<file path="config.mk">
export PLATFORM = sky130hd
export DESIGN_NAME = pll_lock_supervisor
export DESIGN_NICKNAME = d
export VERILOG_FILES = /design/src/rtl/pll_lock_supervisor.sv
export SDC_FILE = /design/constraint.sdc
export NUM_CORES = 1
export LEC_CHECK = 0
export BUFFER_PORTS_ARGS = -buffer_cell sky130_fd_sc_hd__buf_2
export CELL_PAD_IN_SITES_DETAIL_PLACEMENT = 1
export CELL_PAD_IN_SITES_GLOBAL_PLACEMENT = 1
export CORE_AREA = 2 2 87 89
export DETAILED_ROUTE_END_ITERATION = 10
export DIE_AREA = 0 0 89 91
export PLACE_DENSITY = 0.49
export RECOVER_POWER = 25
export SLEW_MARGIN = 20
export SYNTH_ARGS = -nofsm -noshare
export SYNTH_HDL_FRONTEND = slang
export SYNTH_SLANG_ARGS = --single-unit
</file>
<file path="constraint.sdc">
create_clock -name clk -period 5 [get_ports clk]
set_input_delay 0.25 -clock clk [delete_from_list [all_inputs] [get_ports clk]]
set_output_delay 0.25 -clock clk [all_outputs]
set_load 0.01 [all_outputs]
</file>
<file path="src/rtl/pll_lock_supervisor.sv">
// PLL lock supervisor: holds the PLL in reset, debounces lock, retries on timeout
// and sequences the downstream system reset. Runs on the PLL input clock.
module pll_lock_supervisor #(
    parameter int PLL_RST_CYCLES = 16,
    parameter int LOCK_TIMEOUT   = 1048576,
    parameter int LOCK_FILTER    = 256,
    parameter int RUN_DELAY      = 64,
    parameter int MAX_RETRIES    = 7
) (
    input  logic       clk,
    input  logic       reset,
    input  logic       pll_lock,
    output logic       pll_reset,
    output logic       sys_reset,
    output logic       locked,
    output logic       lost_lock,
    output logic       fail,
    output logic [2:0] retry_count,
    output logic [2:0] fsm_state
);

    typedef enum logic [2:0] {
        ST_PLL_RST   = 3'd0,
        ST_WAIT_LOCK = 3'd1,
        ST_FILTER    = 3'd2,
        ST_HOLD      = 3'd3,
        ST_RUN       = 3'd4,
        ST_FAIL      = 3'd5
    } state_t;

    // Counter value on the last cycle of each timed state.
    localparam logic [19:0] RST_LAST     = 20'(PLL_RST_CYCLES - 1);
    localparam logic [19:0] TIMEOUT_LAST = 20'(LOCK_TIMEOUT - 1);
    localparam logic [19:0] FILTER_LAST  = 20'(LOCK_FILTER - 1);
    localparam logic [19:0] RUN_LAST     = 20'(RUN_DELAY - 1);
    localparam logic [2:0]  MAX_R        = 3'(MAX_RETRIES);

    state_t      state, state_next;
    logic [19:0] cnt, cnt_next;
    logic [2:0]  retry_next;
    logic        pll_reset_next, sys_reset_next, locked_next, lost_lock_next, fail_next;
    logic        lock_meta, lock_s;

    assign fsm_state = state;

    always_ff @(posedge clk) begin
        if (reset) begin
            lock_meta <= 1'b0;
            lock_s    <= 1'b0;
        end else begin
            lock_meta <= pll_lock;
            lock_s    <= lock_meta;
        end
    end

    always_comb begin
        state_next     = state;
        retry_next     = retry_count;
        lost_lock_next = 1'b0;
        case (state)
            ST_PLL_RST: begin
                if (cnt == RST_LAST) state_next = ST_WAIT_LOCK;
            end
            ST_WAIT_LOCK: begin
                // A lock arriving on the timeout cycle takes priority over the retry.
                if (lock_s) begin
                    state_next = ST_FILTER;
                end else if (cnt == TIMEOUT_LAST) begin
                    if (retry_count == MAX_R) begin
                        state_next = ST_FAIL;
                    end else begin
                        retry_next = retry_count + 3'd1;
                        state_next = ST_PLL_RST;
                    end
                end
            end
            ST_FILTER: begin
                if (!lock_s) state_next = ST_WAIT_LOCK;
                else if (cnt == FILTER_LAST) state_next = ST_HOLD;
            end
            ST_HOLD: begin
                if (!lock_s) begin
                    state_next     = ST_PLL_RST;
                    lost_lock_next = 1'b1;
                end else if (cnt == RUN_LAST) begin
                    state_next = ST_RUN;
                    retry_next = 3'd0;
                end
            end
            ST_RUN: begin
                if (!lock_s) begin
                    state_next     = ST_PLL_RST;
                    lost_lock_next = 1'b1;
                end
            end
            ST_FAIL: begin
                state_next = ST_FAIL;
            end
            default: begin
                state_next = ST_PLL_RST;
            end
        endcase

        cnt_next       = (state_next != state) ? 20'd0 : cnt + 20'd1;
        pll_reset_next = (state_next == ST_PLL_RST);
        sys_reset_next = (state_next != ST_RUN);
        locked_next    = (state_next == ST_HOLD) || (state_next == ST_RUN);
        fail_next      = (state_next == ST_FAIL);
    end

    always_ff @(posedge clk) begin
        if (reset) begin
            state       <= ST_PLL_RST;
            cnt         <= 20'd0;
            retry_count <= 3'd0;
            pll_reset   <= 1'b1;
            sys_reset   <= 1'b1;
            locked      <= 1'b0;
            lost_lock   <= 1'b0;
            fail        <= 1'b0;
        end else begin
            state       <= state_next;
            cnt         <= cnt_next;
            retry_count <= retry_next;
            pll_reset   <= pll_reset_next;
            sys_reset   <= sys_reset_next;
            locked      <= locked_next;
            lost_lock   <= lost_lock_next;
            fail        <= fail_next;
        end
    end

endmodule
</file>
==> results.py <==
metrics = {
    "run_status": {
        "status": "finished clean",
    },
    "cts": {
        "cts_root_buf": "clkbuf_8",
        "ctsResizeCount": 0,
        "cts_tree": "built",
        "cts_buffers": 5,
        "htreeDepth": 2,
        "clock_sinks": 33,
        "cts_hold_buf": 0,
        "cts_buffer_depth": 2,
        "postCtsSetupBuffers": 0,
        "clkSlewWorstSetupHoldPaths_ps": 70,
        "clock_latency_ps": 290,
    },
    "sta": {
        "clock.fmax_ghz": 0.374,
        "maxSlewViolCount": 0,
        "setup-tns-final_ps": 0,
        "tightest_slew_ps": 829,
        "maxSlewHeadroom": 0.447,
        "setup_violations": 0,
        "report.final.hold_viol_count": 0,
        "fin_crit_ps": 2670,
        "fin_crit_sh": 0.535,
        "rsz0062_at_grt": "no",
        "skew_ps": 7.79,
        "setup_ws_ps": 2330,
        "hold-worst-slack_ps": 169,
    },
    "final_layout": {
        "layout.nets": 234,
        "drive_gt1_frac": 0.0961,
        "ff_latch_area_um2": 661,
        "diodes": 0,
        "fillers": 875,
        "area_growth_pct": 9.74,
        "final_util": 0.298,
        "multi_input_area_um2": 1150,
    },
    "floorplanning": {
        "die_h_um": 91,
        "core_um2": 7140,
        "start_util": 0.272,
        "die_area_um2": 8100,
        "rows": 31,
        "die-width_um": 89,
        "ios": 14,
    },
    "global_routing": {
        "grt.overflow.total": 0,
        "antenna_found_initial": 0,
        "grt_usage": 0.140,
        "grt_max_degree": 29,
        "grt_pass1_vias": 1643,
        "grt_pass1_wl_mm": 8.77,
    },
    "setup_path": {
        "start_kind": "register",
        "rr_worst_depth": 5,
        "cp_max_fo": 18,
        "crit_required_ps": 5180,
        "r2r_slack_ps": 2330,
        "path_cells": "and4_1 -> nand3_4 -> nor4_1 -> o221a_2 -> mux2_1",
        "r2r-end": "locked$_SDFF_PP0_",
        "crit_family": "simple AND/OR/NAND/NOR gates",
        "cpMaxStageDelayCell": "o221a_2",
        "worstSetupEndpointType": "register",
        "critical_path_depth": 5,
        "path_buf_inv": 0,
        "r2r_start": "cnt[5]$_SDFF_PP0_",
        "cp.arrival_ps": 2850,
        "slowest_delay_ps": 600,
        "worst-setup-path-type": "register to register",
    },
    "power": {
        "power_frac_clock": 0.485,
        "power_frac_seq": 0.487,
        "pwr-share-comb": 0.028,
        "leakage_nw": 0.705,
        "swShare": 0.214,
        "vdd_drop_max_uv": 101,
        "p_per_area_nw_per_um2": 259,
        "p_int_uw": 433,
        "power.switching_uw": 118,
    },
    "yosys": {
        "synth_edf_count": 0,
        "syn_avg_cell_area_um2": 8.70,
        "syn-cell-area_um2": 1940,
        "synth_cell_types": 54,
        "yosys_warnings": 0,
        "syn-num-nets": 229,
        "synth-seq-area-share": 0.341,
        "synthCells": 223,
        "ys_seq_elements": 33,
        "async_reset_ff_frac": 0,
        "synthFlopType": "dfxtp_1",
    },
    "route": {
        "first_pass_iters": 4,
        "avgRoutedWirePerCell_um": 15.9,
        "drt_iter0_drc": 75,
        "vias": 1666,
        "viasPerCell": 5.08,
        "drc": 0,
        "wl_mm": 5.23,
        "detail-route-antenna-nets": 0,
    },
    "job": {
        "max-cap-violations": 0,
    },
    "placed_design": {
        "dp_slack_ps": 2250,
        "io_buffer_count": 13,
        "dp.final_hpwl_mm": 3.65,
        "gp_congestion": 0.723,
    },
    "min_path": {
        "hold_path_end": "lock_meta$_SDFF_PP0_",
        "hold_path_class": "input pin to register",
        "min-delay-start": "pll_lock",
        "hold_depth": 2,
    },
}
[placed cells by master, fill, tap and decap left out, types with 4 or more instances in the layout]
| cell | n |
|---|---|
| and3_1 | 4 |
| nor2_1 | 20 |
| nor2b_1 | 4 |
| nand2_1 | 13 |
| inv_1 | 4 |
| a21oi_1 | 4 |
| nor4_1 | 9 |
| xnor2_1 | 12 |
| nand3_1 | 15 |
| nand4_1 | 21 |
| and4_1 | 4 |
| clkbuf_8 | 6 |
| nor3_1 | 6 |
| o21ai_0 | 6 |
| mux2i_1 | 5 |
| dfxtp_1 | 33 |
| xor2_1 | 4 |
| clkbuf_1 | 11 |
[cell families (layout without fill, tap and decap cells)]
logic type,count (synthesis),in the layout,synth area share
buffers and inverters,20,26,0.0677
multiplexers,6,6,0.0316
flip-flops,33,33,0.341
AO/OA/AOI/OAI,31,31,0.127
AND/OR/NAND/NOR,114,114,0.341
XOR/XNOR,16,16,0.0723
adder cells (fa/ha/maj),3,3,0.0194
[Yosys cell counts (all sizes together) (2+ instances only)]
cell type / n / share of area
xor2: 4 / 0.018
nor4: 9 / 0.029
and3: 6 / 0.023
a21oi: 4 / 0.010
and4: 6 / 0.030
nor2b: 4 / 0.013
nand2b: 3 / 0.0097
o21a: 2 / 0.0077
nand4: 21 / 0.068
a31oi: 2 / 0.014
nor4b: 2 / 0.0090
o32ai: 2 / 0.0090
o211ai: 2 / 0.0077
ha: 3 / 0.019
buf: 11 / 0.050
xnor2: 12 / 0.054
nor3: 6 / 0.015
o31ai: 2 / 0.0077
nand2: 13 / 0.025
nor2: 21 / 0.042
o21ai: 6 / 0.015
inv: 4 / 0.0077
nand3: 16 / 0.048
clkbuf: 5 / 0.0097
dfxtp: 33 / 0.34
mux2i: 5 / 0.026
[per-stage QoR]
| stage | instance area [um2] | total power, mW | cells |
|---|---|---|---|
| after floorplan | 1940 | 0.286 | 223 |
| after global placement | 2020 | 0.290 | 320 |
| after detailed placement | 2020 | 0.290 | 320 |
| after CTS | 2140 | 0.561 | 328 |
| after global routing | 2130 | 0.574 | 328 |
| final | 2130 | 0.552 | 328 |
[worst register-to-register path: stages, from the launching register on]
cell and delay [ps]:
dfxtp_1 460, and4_1 470, nand3_4 160, nor4_1 490, o221a_2 600, mux2_1 380
[per-layer routing]
layer	part of all wire	vias to the layer above	track usage
met3	0.020	5	0.0273
met5	0	-	0
met2	0.43	14	0.197
met4	0.013	0	0.0448
li1	-	844	-
met1	0.54	803	0.212
[how the worst max path moves through the flow]
stage                             from                  to
3_3_place_gp         cnt[4]$_SDFF_PP0_   locked$_SDFF_PP0_
6_report             cnt[5]$_SDFF_PP0_   locked$_SDFF_PP0_
2_1_floorplan        cnt[0]$_SDFF_PP0_   locked$_SDFF_PP0_
4_1_cts        fsm_state[0]$_SDFF_PP0_  cnt[19]$_SDFF_PP0_
3_5_place_dp   fsm_state[0]$_SDFF_PP0_  cnt[19]$_SDFF_PP0_
5_1_grt              cnt[4]$_SDFF_PP0_   locked$_SDFF_PP0_
[power by group through the flow]
stage / clock network [mW] / registers (mW) / logic, mW
2_1_floorplan: 0 / 0.273 / 0.0125
3_3_place_gp: 0 / 0.275 / 0.0151
3_5_place_dp: 0 / 0.275 / 0.0155
4_1_cts: 0.277 / 0.269 / 0.0154
5_1_grt: 0.287 / 0.269 / 0.0178
6_report: 0.268 / 0.269 / 0.0154
[state kept, by name (all words and copies together), names as in the netlist]
signal / flops
locked: 1
lock_s: 1
pll_reset: 1
fsm_state: 3
sys_reset: 1
fail: 1
cnt: 20
retry_count: 3
lost_lock: 1
lock_meta: 1
[area by class of cell]
| type | count | area share |
|---|---|---|
| Inverter | 4 | 0.00705 |
| Multi-Input combinational cell | 170 | 0.541 |
| Tap cell | 99 | 0.0582 |
| Timing Repair Buffer | 14 | 0.0282 |
| Clock inverter | 1 | 0.0141 |
| Sequential cell | 33 | 0.310 |
| Clock buffer | 7 | 0.0406 |
Note: power is estimated with default switching activity, not from simulation.
